$ cat src/rtl/mem_arbiter.sv
// Shared RAM port arbiter between instruction fetch and data memory; D wins by default.
// Optional macro STARVE_GUARD_EN bounds how long a pending fetch can be starved by data traffic.
module mem_arbiter #(
    parameter int ADDR_W     = 32,
    parameter int DATA_W     = 32,
    parameter int LAT_MAX    = 15,
    parameter int STARVE_MAX = 4
) (
    input  logic              CLK,
    input  logic              RST,
    input  logic              iREN,
    input  logic [ADDR_W-1:0] iaddr,
    output logic [DATA_W-1:0] iload,
    output logic              ihit,
    input  logic              dREN,
    input  logic              dWEN,
    input  logic [ADDR_W-1:0] daddr,
    input  logic [DATA_W-1:0] dstore,
    output logic [DATA_W-1:0] dload,
    output logic              dhit,
    output logic              ramREN,
    output logic              ramWEN,
    output logic [ADDR_W-1:0] ramaddr,
    output logic [DATA_W-1:0] ramstore,
    input  logic [DATA_W-1:0] ramload,
    input  logic [1:0]        ramstate,
    output logic              err
);

    localparam int CNT_W = ($clog2(LAT_MAX + 1) < 4) ? 4 : $clog2(LAT_MAX + 1);
    localparam logic [1:0] RS_ACCESS = 2'd2;
    localparam logic [1:0] RS_ERROR  = 2'd3;

    if (LAT_MAX < 2 || STARVE_MAX < 1) begin : g_bad_param
        $error("mem_arbiter: LAT_MAX must be >= 2 and STARVE_MAX >= 1");
    end

    typedef enum logic [1:0] {IDLE, IGNT, DGNT} state_t;

    state_t           state, next;
    logic [CNT_W-1:0] cnt, cnt_nxt;
    logic             err_set;
    logic             dreq;
    logic             i_first;
    logic             tmo;

    assign dreq = dREN | dWEN;
    // Last allowed grant cycle: counter starts at 0 on the first grant cycle.
    assign tmo  = (cnt == CNT_W'(LAT_MAX - 1)) || (ramstate == RS_ERROR);

`ifdef STARVE_GUARD_EN
    localparam int SW = $clog2(STARVE_MAX + 1);
    logic [SW-1:0] starve_cnt;

    assign i_first = iREN && (starve_cnt == SW'(STARVE_MAX));

    always_ff @(posedge CLK or posedge RST) begin
        if (RST)
            starve_cnt <= '0;
        else if (!iREN || (state == IDLE && next == IGNT))
            starve_cnt <= '0;
        else if (dhit && starve_cnt != SW'(STARVE_MAX))
            starve_cnt <= starve_cnt + 1'b1;
    end
`else
    assign i_first = 1'b0;
`endif

    always_ff @(posedge CLK or posedge RST) begin
        if (RST) begin
            state <= IDLE;
            cnt   <= '0;
            err   <= 1'b0;
        end else begin
            state <= next;
            cnt   <= cnt_nxt;
            err   <= err | err_set;
        end
    end

    always_comb begin
        next     = state;
        cnt_nxt  = cnt;
        err_set  = 1'b0;
        ramREN   = 1'b0;
        ramWEN   = 1'b0;
        ramaddr  = '0;
        ramstore = '0;
        ihit     = 1'b0;
        dhit     = 1'b0;
        iload    = '0;
        dload    = '0;
        case (state)
            IDLE: begin
                cnt_nxt = '0;
                if (i_first)   next = IGNT;
                else if (dreq) next = DGNT;
                else if (iREN) next = IGNT;
            end
            IGNT: begin
                // A dropped request is a pipeline flush: release the port quietly.
                if (!iREN) begin
                    next = IDLE;
                end else begin
                    ramREN  = 1'b1;
                    ramaddr = iaddr;
                    if (ramstate == RS_ACCESS) begin
                        ihit  = 1'b1;
                        iload = ramload;
                        next  = IDLE;
                    end else if (tmo) begin
                        err_set = 1'b1;
                        next    = IDLE;
                    end else begin
                        cnt_nxt = cnt + 1'b1;
                    end
                end
            end
            DGNT: begin
                if (!dreq) begin
                    next = IDLE;
                end else begin
                    ramREN   = dREN & ~dWEN;
                    ramWEN   = dWEN;
                    ramaddr  = daddr;
                    ramstore = dstore;
                    if (dREN && dWEN) err_set = 1'b1;
                    if (ramstate == RS_ACCESS) begin
                        dhit  = 1'b1;
                        dload = ramload;
                        next  = IDLE;
                    end else if (tmo) begin
                        err_set = 1'b1;
                        next    = IDLE;
                    end else begin
                        cnt_nxt = cnt + 1'b1;
                    end
                end
            end
            default: next = IDLE;
        endcase
    end

endmodule

$ cat config.mk
export PLATFORM = sky130hd
export DESIGN_NAME = mem_arbiter
export DESIGN_NICKNAME = d
export VERILOG_FILES = /design/src/rtl/mem_arbiter.sv
export SDC_FILE = /design/constraint.sdc
export NUM_CORES = 1
export LEC_CHECK = 0
export ABC_AREA = 1
export CAP_MARGIN = 20
export CORE_AREA = 2 2 105 107
export CTS_CLUSTER_SIZE = 28
export DETAILED_ROUTE_END_ITERATION = 10
export DIE_AREA = 0 0 107 109
export PLACE_DENSITY = 0.68
export SYNTH_ARGS = -nofsm -noshare
export SYNTH_HDL_FRONTEND = slang
export SYNTH_SLANG_ARGS = --single-unit
$ cat constraint.sdc
create_clock -name CLK -period 1.35 [get_ports CLK]
set_input_delay 0.135 -clock CLK [delete_from_list [all_inputs] [get_ports CLK]]
set_output_delay 0.135 -clock CLK [all_outputs]
set_load 0.01 [all_outputs]
==> After elaboration in Yosys (flattened, before gate mapping) <==
Cells that the tools add are included.
{ "totals": {"reg_bits": 7, "input_bits": 135, "out_inout_bits": 133, "elab_cells": 61} }
{ "op_classes": {"n_addsub": 1, "eq_ne": 8, "mux": 40, "bitwise": 4, "reduce_logical": 5} }
{ "ops": {"columns": ["cell", "n"], "rows": [
  ["$mux W32", 9],
  ["$pmux W32 S2", 1],
  ["$mux W1", 16],
  ["$mux W4", 4],
  ["$mux W2", 6],
  ["$pmux W4 S3", 1],
  ["$eq A2 B2 Y1 const B", 3],
  ["$pmux W2 S3", 1],
  ["$add A4 B1 Y4 const B", 1],
  ["$eq A4 B4 Y1 const B", 1],
  ["$ne A2 B2 Y1 const B", 2],
  ["$pmux W1 S2", 2],
  ["$ne A3 B3 Y1 const B", 1],
  ["$reduce_and A3 Y1", 1],
  ["$reduce_bool A3 Y1", 1],
  ["$eq A2 B1 Y1 const B", 1],
  ["$logic_not A2 Y1", 1],
  ["$or A1 B1 Y1", 2],
  ["$and A1 B1 Y1", 1],
  ["$logic_and A1 B1 Y1", 1],
  ["$logic_or A1 B1 Y1", 1],
  ["$not A1 Y1", 1]
]} }

==> Longest topological paths before layout <==
Gate-level depths: netlist (run 1).
{ "logic_depth": {"ltp_word": 7, "depth_mapped": 9, "ltp_nobuf": 9} }

==> Least setup slack after synthesis (run 1) <==
Ideal clock, no wire load.
{ "synth_path": {"path_kind": "reg2out", "startpoint": "register state[1]", "endpoint": "output ramaddr[0]", "arrival_ps": 1319, "required_time_ps": 1215, "slack_ps": -104, "path_stages_with_launch": 8, "n_path_buf": 1, "cell_sequence": "dfrtp_1 inv_1 ha_1 nand2_1 inv_1 buf_2 nand2_1 a21oi_1"} }
{ "synth_via": {"elab_chain_len": 2, "elab_cells_between_ends": 3, "cone_classes": "2 x eq/ne; 1 x mux"} }
{ "synth_rtl": {"columns": ["item", "line", "text"], "rows": [
  ["start, declared", "40", "state_t state, next;"],
  ["start signal, assigned", "75", "state <= next;"],
  ["$eq A2 B2 Y1 or $eq A2 B1 Y1 (tied branches)", "93", "case (state)"],
  ["$pmux W32 S2 *", "93", null],
  ["end, declared", "23", "output logic [ADDR_W-1:0] ramaddr,"]
]} }
Mark *: on every way between the ends. The rest lies on a longest branch, timed or not.

==> Worst setup path after layout (run 1) <==
{ "layout_path": {"startpoint": "register state[0]", "endpoint": "output dload[14]"} }
{ "layout_via": {"elab_chain_len": 2} }
{ "layout_rtl": {"columns": ["item", "line", "text"], "rows": [
  ["$eq A2 B2 Y1", "93", null],
  ["$mux W32", "93", null],
  ["end, declared", "19", "output logic [DATA_W-1:0] dload,"]
]} }
Every way passes these cells.

==> flow_metrics.tcl, run 1 <==
set metrics [dict create \
    status "complete, but fails checks" \
    failed_checks "setup timing" \
    max_cap_viol_count 0 \
    r2r.worst_path.cells 9 \
    combinational_family_with_the_most_area_after_synthesis "simple AND/OR/NAND/NOR gates" \
    chipHeight_um 109 \
    largest_stage_delay_on_the_critical_path_ns 0.40 \
    drt-vias-per-instance 4.05 \
    timing.critical_path.required_ns 1.22 \
    design.portCount 268 \
    tritoncts_clock_tree "built" \
    postSynthCellCount 357 \
    cts.reportedPaths.clkPinSlew_ns 0.04 \
    min_period_over_period_pct 135 \
    synthesis.yosys.warnings 0 \
    ant_nets 0 \
    dp_cell_count 779 \
    synthAdderAreaFrac_pct 4.37 \
    cts_inserted_buffers 3 \
    final-hold-violation-count 0 \
    static-leakage-power_nw 2.76 \
    first_pass_iters 4 \
    yosys-mux-area-fraction_pct 0 \
    timing.final.crit_period_ns 1.82 \
    hpwlAfterDp_mm 8.03 \
    post_route_cells_drive_above_1_share_pct 50.4 \
    gp_congestion 0.756 \
    critPathMaxFanout 5 \
    crit_path_cell_trace "inv_2, ha_4, nand2_8, nor2_4, inv_6, buf_12, buf_16, nor2_2, buf_2" \
    fp.dieArea_um2 11700 \
    drt-initial-drc-count 131 \
    avgRoutedWirePerCell_um 13.5 \
    synth_cell_types 19 \
    ys_seq_elements 7 \
    initial_antenna_violation_count 0 \
    max-vdd-ir-drop_v 0.000588 \
    via_count 3311 \
    grt_first_pass_wirelength_mm 15.7 \
    grt-ovfl-total 0 \
    power_mw 5.67 \
    dp_slack_ns -0.756 \
    grt_setup_unrepaired "yes" \
    ctsHoldBuffers 0 \
    initial_utilization_pct 16.2 \
    end_of_flow_core_utilization_pct 50.2 \
    grt_pass1_vias 3185 \
    insertedDiodeCount 0 \
    ctsLongestPathBuffers 2 \
    syn_area_per_cell_um2 4.82 \
    hold_ws_ns 0.147 \
    power_density_over_the_cells_nw_per_um2 1060 \
    worst_ep_arrival_time_ns 1.68 \
    max_slew_margin_pct 81.7 \
    area_growth_syn_to_layout_pct 210 \
    ctsRootBufferMaster "clkbuf_8" \
    final_nets 820 \
    grtUsageTotal_pct 16.4 \
    worst_slew_pin_slew_ns 0.274 \
    synthesized_area_fraction_occupied_by_xor_and_xnor_cells_pct 0.509 \
    compound_cell_area_share_of_the_yosys_netlist_pct 10.2 \
    post_detailed_route_drc_marker_count 0 \
    setup_ws_final_ns -0.469 \
    drv_slew 0 \
    worst-setup-path-type "reg2out" \
    core_area_um2 10600 \
    crit_slowest_cell "dfrtp_1" \
    holdCritPathClass "in2async" \
    synth_seq_area_share_pct 10.2 \
    startpoint_types "flop" \
    clock_skew_ns 0.00447 \
    stdcell_count 818 \
    dieWidth_um 107 \
    crit_path_end_kind "primary output" \
    grt_start_max_net_pins 26 \
    routed_wl_mm 11.0 \
    portBuffers 267 \
    fp-row-count 38 \
    cts_sinks 7 \
    maximum_frequency_from_static_timing_analysis_ghz 0.550 \
    yosys.area_share.simple_pct 48.8 \
    insertion_delay_ns 0.22 \
    htreeDepth 1 \
    syn-num-nets 498 \
    syn_area_um2 1720 \
    timing.final.setup_violations 138 \
]
cells by family (layout without fill, tap and decap cells):
logic type | after synthesis | in the layout
AOI/OAI and AO/OA | 35 | 35
xor gates and xnor gates | 1 | 1
adders and majority gates | 6 | 6
buffers and inverters | 99 | 420
DFF | 7 | 7
and+or+nand+nor | 209 | 209
report_power, final:
part | total [mW] | switching, mW | internal [mW] | leakage [nW]
Sequential | 0.305 | 0.0432 | 0.261 | 0.0883
Combinational | 5.08 | 2.41 | 2.67 | 2.65
Clock | 0.282 | 0.0783 | 0.203 | 0.0228
final cells by class:
cell class / count / area [um^2]
well taps: 140 / 175
inverters: 81 / 344
fillers: 1058 / 5280
multi-input cells: 251 / 1590
flip-flops and latches: 7 / 175
repair buffers: 335 / 3000
clock buffers: 4 / 45.0
placed cells by master, fill, tap and decap left out, drive strengths merged:
master,n
o21ai,1
xnor2,1
nor2,105
nand2,92
inv,80
a21oi,34
buf,197
nand3,9
or2,1
nand4,2
clkinv,1
dfrtp,7
clkdlybuf4s50,135
ha,6
clkbuf,7
registers in the layout (all words and copies together) (netlist names):
signal / flops
err: 1
state: 2
cnt: 4
path summary, 6_finish.rpt:
path                                       from  slack (ns)              endpoint
min in group CLK                  err$_DFF_PP0_        0.48         err$_DFF_PP0_
setup reg to reg           state[1]$_DFFE_PP0P_       -0.09    cnt[1]$_DFFE_PP0P_
max in group asynchronous                   RST        0.98    cnt[1]$_DFFE_PP0P_
hold / removal                              RST        0.15  state[1]$_DFFE_PP0P_
hold reg to reg                   err$_DFF_PP0_        0.48         err$_DFF_PP0_
setup / recovery           state[0]$_DFFE_PP0P_       -0.47             dload[14]
critical path: cells and delay by family (launching register included):
kind	cells	cell delay (ns)
AND/OR/NAND/NOR	3	0.31
buffers and inverters	5	0.56
flip-flops	1	0.40
adder cells (fa/ha/maj)	1	0.17
per-layer routing:
| layer | vias up | wire length (um) | GRT usage, % |
|---|---|---|---|
| met4 | 0 | 63 | 2.60 |
| met3 | 4 | 786 | 2.81 |
| met2 | 148 | 6070 | 33.3 |
| met5 | - | 0 | 0 |
| met1 | 1483 | 4100 | 18.0 |
| li1 | 1676 | - | - |
cells in the mapped netlist (all sizes together):
cell type,count,area (um^2)
a21oi,34,170
buf,16,135
clkbuf,2,7.51
dfrtp,7,175
ha,6,75.1
inv,81,304
nand2,92,353
nand3,9,45.0
nand4,2,12.5
nor2,105,419
o21ai,1,5.00
or2,1,8.76
xnor2,1,8.76
metrics by stage:
stage                     area (um^2)  TNS (ns)
after global placement           4930    -81.97
after detailed placement         4930    -82.41
after global routing             5330    -55.97
after CTS                        5050    -45.37
after floorplan                  1920     -1.80
final                            5330    -45.35
timing repair:
action	4_1_cts	5_1_grt
setup buffers	15	10
endpoints found under the hold margin	0	0
gates cloned	8	4
pin swaps	4	9
setup endpoints to repair	137	139
resized for setup	484	187
No activity file was read; power rests on OpenSTA's default activity.
==> inputs of run 2 (changes only) <==
--- a/config.mk
+++ b/config.mk
@@ -11,7 +11,9 @@
 export CTS_CLUSTER_SIZE = 28
 export DETAILED_ROUTE_END_ITERATION = 10
 export DIE_AREA = 0 0 107 109
+export MAX_ROUTING_LAYER = met4
 export PLACE_DENSITY = 0.68
+export SLEW_MARGIN = 10
 export SYNTH_ARGS = -nofsm -noshare
 export SYNTH_HDL_FRONTEND = slang
 export SYNTH_SLANG_ARGS = --single-unit
==> flow_metrics.tcl, run 2 (same netlist as run 1, synthesis figures left out) <==
set metrics [dict create \
    status "complete, but fails checks" \
    failed_checks "setup timing" \
    fp-row-count 38 \
    final_nets 820 \
    timing.final.crit_period_ns 1.82 \
    core_area_um2 10600 \
    share_clk_of_total_power_pct 5.0 \
    tritoncts_clock_tree "built" \
    crit_path_cell_trace "inv_2, ha_4, nand2_8, nor2_4, inv_6, buf_12, buf_16, nor2_2, buf_2" \
    drv_slew 0 \
    power.switching_fraction_pct 44.7 \
    max_slew_margin_pct 81.7 \
    combinationalPowerShare_pct 89.6 \
    critPathMaxFanout 5 \
    grt-ovfl-total 0 \
    ctsRootBufferMaster "clkbuf_8" \
    grt_setup_unrepaired "yes" \
    area_growth_syn_to_layout_pct 210 \
    largest_register_ffs 4 \
    cts.reportedPaths.clkPinSlew_ns 0.04 \
    portBuffers 267 \
    insertion_delay_ns 0.22 \
    worst-setup-path-type "reg2out" \
    timing.final.setup_violations 138 \
    gp_congestion 0.766 \
    max_cap_viol_count 0 \
    critPathTopFamily "buffers and inverters" \
    setup_ws_final_ns -0.472 \
    cts_sinks 7 \
    post_detailed_route_drc_marker_count 0 \
    initial_antenna_violation_count 0 \
    ctsLongestPathBuffers 2 \
    crit_slowest_cell "dfrtp_1" \
    insertedDiodeCount 0 \
    worst_slew_pin_slew_ns 0.274 \
    grt_first_pass_wirelength_mm 15.7 \
    internal_power_mw 3.13 \
    crit_path_end_kind "primary output" \
    htreeDepth 1 \
    timing.rr.start "state[1]$_DFFE_PP0P_" \
    maximum_frequency_from_static_timing_analysis_ghz 0.549 \
    stdcell_count 818 \
    power_density_over_the_cells_nw_per_um2 1060 \
    drt-initial-drc-count 140 \
    chipHeight_um 109 \
    end_of_flow_core_utilization_pct 50.2 \
    avgRoutedWirePerCell_um 13.5 \
    hold_ws_ns 0.147 \
    static-leakage-power_nw 2.76 \
    design.portCount 268 \
    reg.largest.list "cnt: 4 flops, state: 2 flops, err: 1 flops" \
    max-vdd-ir-drop_v 0.000591 \
    holdCritPathClass "in2async" \
    via_count 3309 \
    min_period_over_period_pct 135 \
    top_register "cnt" \
    beginning_of_the_critical_path "state[0]$_DFFE_PP0P_" \
    routed_wl_mm 11.0 \
    most-common-layout-cells "clkdlybuf4s50_1, buf_2, nand2_1" \
    dieWidth_um 107 \
    ctsHoldBuffers 0 \
    dp_slack_ns -0.756 \
    crit_buf_inv 5 \
    first_pass_iters 4 \
    fp.dieArea_um2 11700 \
    clock_skew_ns 0.00508 \
    ant_nets 0 \
    startpoint_types "flop" \
    net-switching-power_mw 2.53 \
    fillerInstances 1058 \
    initial_utilization_pct 16.2 \
    worst_ep_arrival_time_ns 1.69 \
    layout.cells.most_common "clkdlybuf4s50_1" \
    dp_cell_count 779 \
    grt_pass1_vias 3189 \
    hpwlAfterDp_mm 8.03 \
    grt_start_max_net_pins 26 \
    timing.critical_path.required_ns 1.22 \
    grtUsageTotal_pct 16.9 \
    pwr-share-seq_pct 5.4 \
    final-hold-violation-count 0 \
    largest_stage_delay_on_the_critical_path_ns 0.40 \
    cts_inserted_buffers 3 \
    drt-vias-per-instance 4.05 \
    post_route_cells_drive_above_1_share_pct 50.4 \
]
## run 2: what timing repair did
| item | 4_1_cts | 5_1_grt |
|---|---|---|
| pin swaps | 4 | 9 |
| gates resized for setup | 484 | 188 |
| cloned | 8 | 4 |
| setup endpoints to repair | 137 | 139 |
| buffers inserted | 15 | 10 |
## run 2: power by group through the flow
stage / logic (mW) / clock network, mW / registers (mW)
after floorplan: 1.69 / 0 / 0.313
after global placement: 3.71 / 0 / 0.298
after detailed placement: 3.77 / 0 / 0.303
after CTS: 4.41 / 0.291 / 0.301
after global routing: 5.41 / 0.303 / 0.316
final: 5.08 / 0.284 / 0.305
## run 2: per-layer routing
layer  vias to the layer above  part of all wire (%)  GRT usage [%]  routed length (um)
met5                         -                     0              -                   0
met4                         0                  0.57           2.60                  63
met3                         4                   7.1           2.75                 788
met2                       146                    55           33.3                6090
met1                      1484                    37           18.0                4110
li1                       1675                     -              -                   -
## run 2: final timing paths
| kind | end | slack (ns) | cells past startpoint |
|---|---|---|---|
| max in group asynchronous | cnt[1]$_DFFE_PP0P_ | 0.98 | 2 |
| min in group CLK | err$_DFF_PP0_ | 0.49 | 2 |
| max | dload[14] | -0.47 | 9 |
| min reg2reg | err$_DFF_PP0_ | 0.49 | 2 |
| max reg2reg | cnt[1]$_DFFE_PP0P_ | -0.09 | 9 |
| min | state[1]$_DFFE_PP0P_ | 0.15 | 2 |
## run 2: cell type report
class                      count  area [um^2]  area share [%]
tap                          140          175            3.29
inverter                      81          344            6.46
sequential                     7          175            3.29
clock buffer                   4         45.0           0.846
timing repair buffer         335         3000            56.3
multi-input combinational    251         1590            29.8
## run 2: worst register-to-register path: stages, from the launching register on
cell     delay, ns
dfrtp_1       0.40
buf_4         0.14
buf_4         0.13
ha_4          0.16
inv_4         0.06
nand2_2       0.06
a21oi_4       0.14
nand2_2       0.10
nand2_2       0.08
nand2_2       0.05
## run 2: per-stage QoR
stage | TNS (ns) | instance area, um^2 | power [mW]
floorplan | -1.80 | 1920 | 2.01
global placement | -81.97 | 4930 | 4.01
detailed placement | -82.41 | 4930 | 4.07
CTS | -45.37 | 5050 | 5.00
global route | -55.97 | 5330 | 6.02
finish | -45.63 | 5330 | 5.66
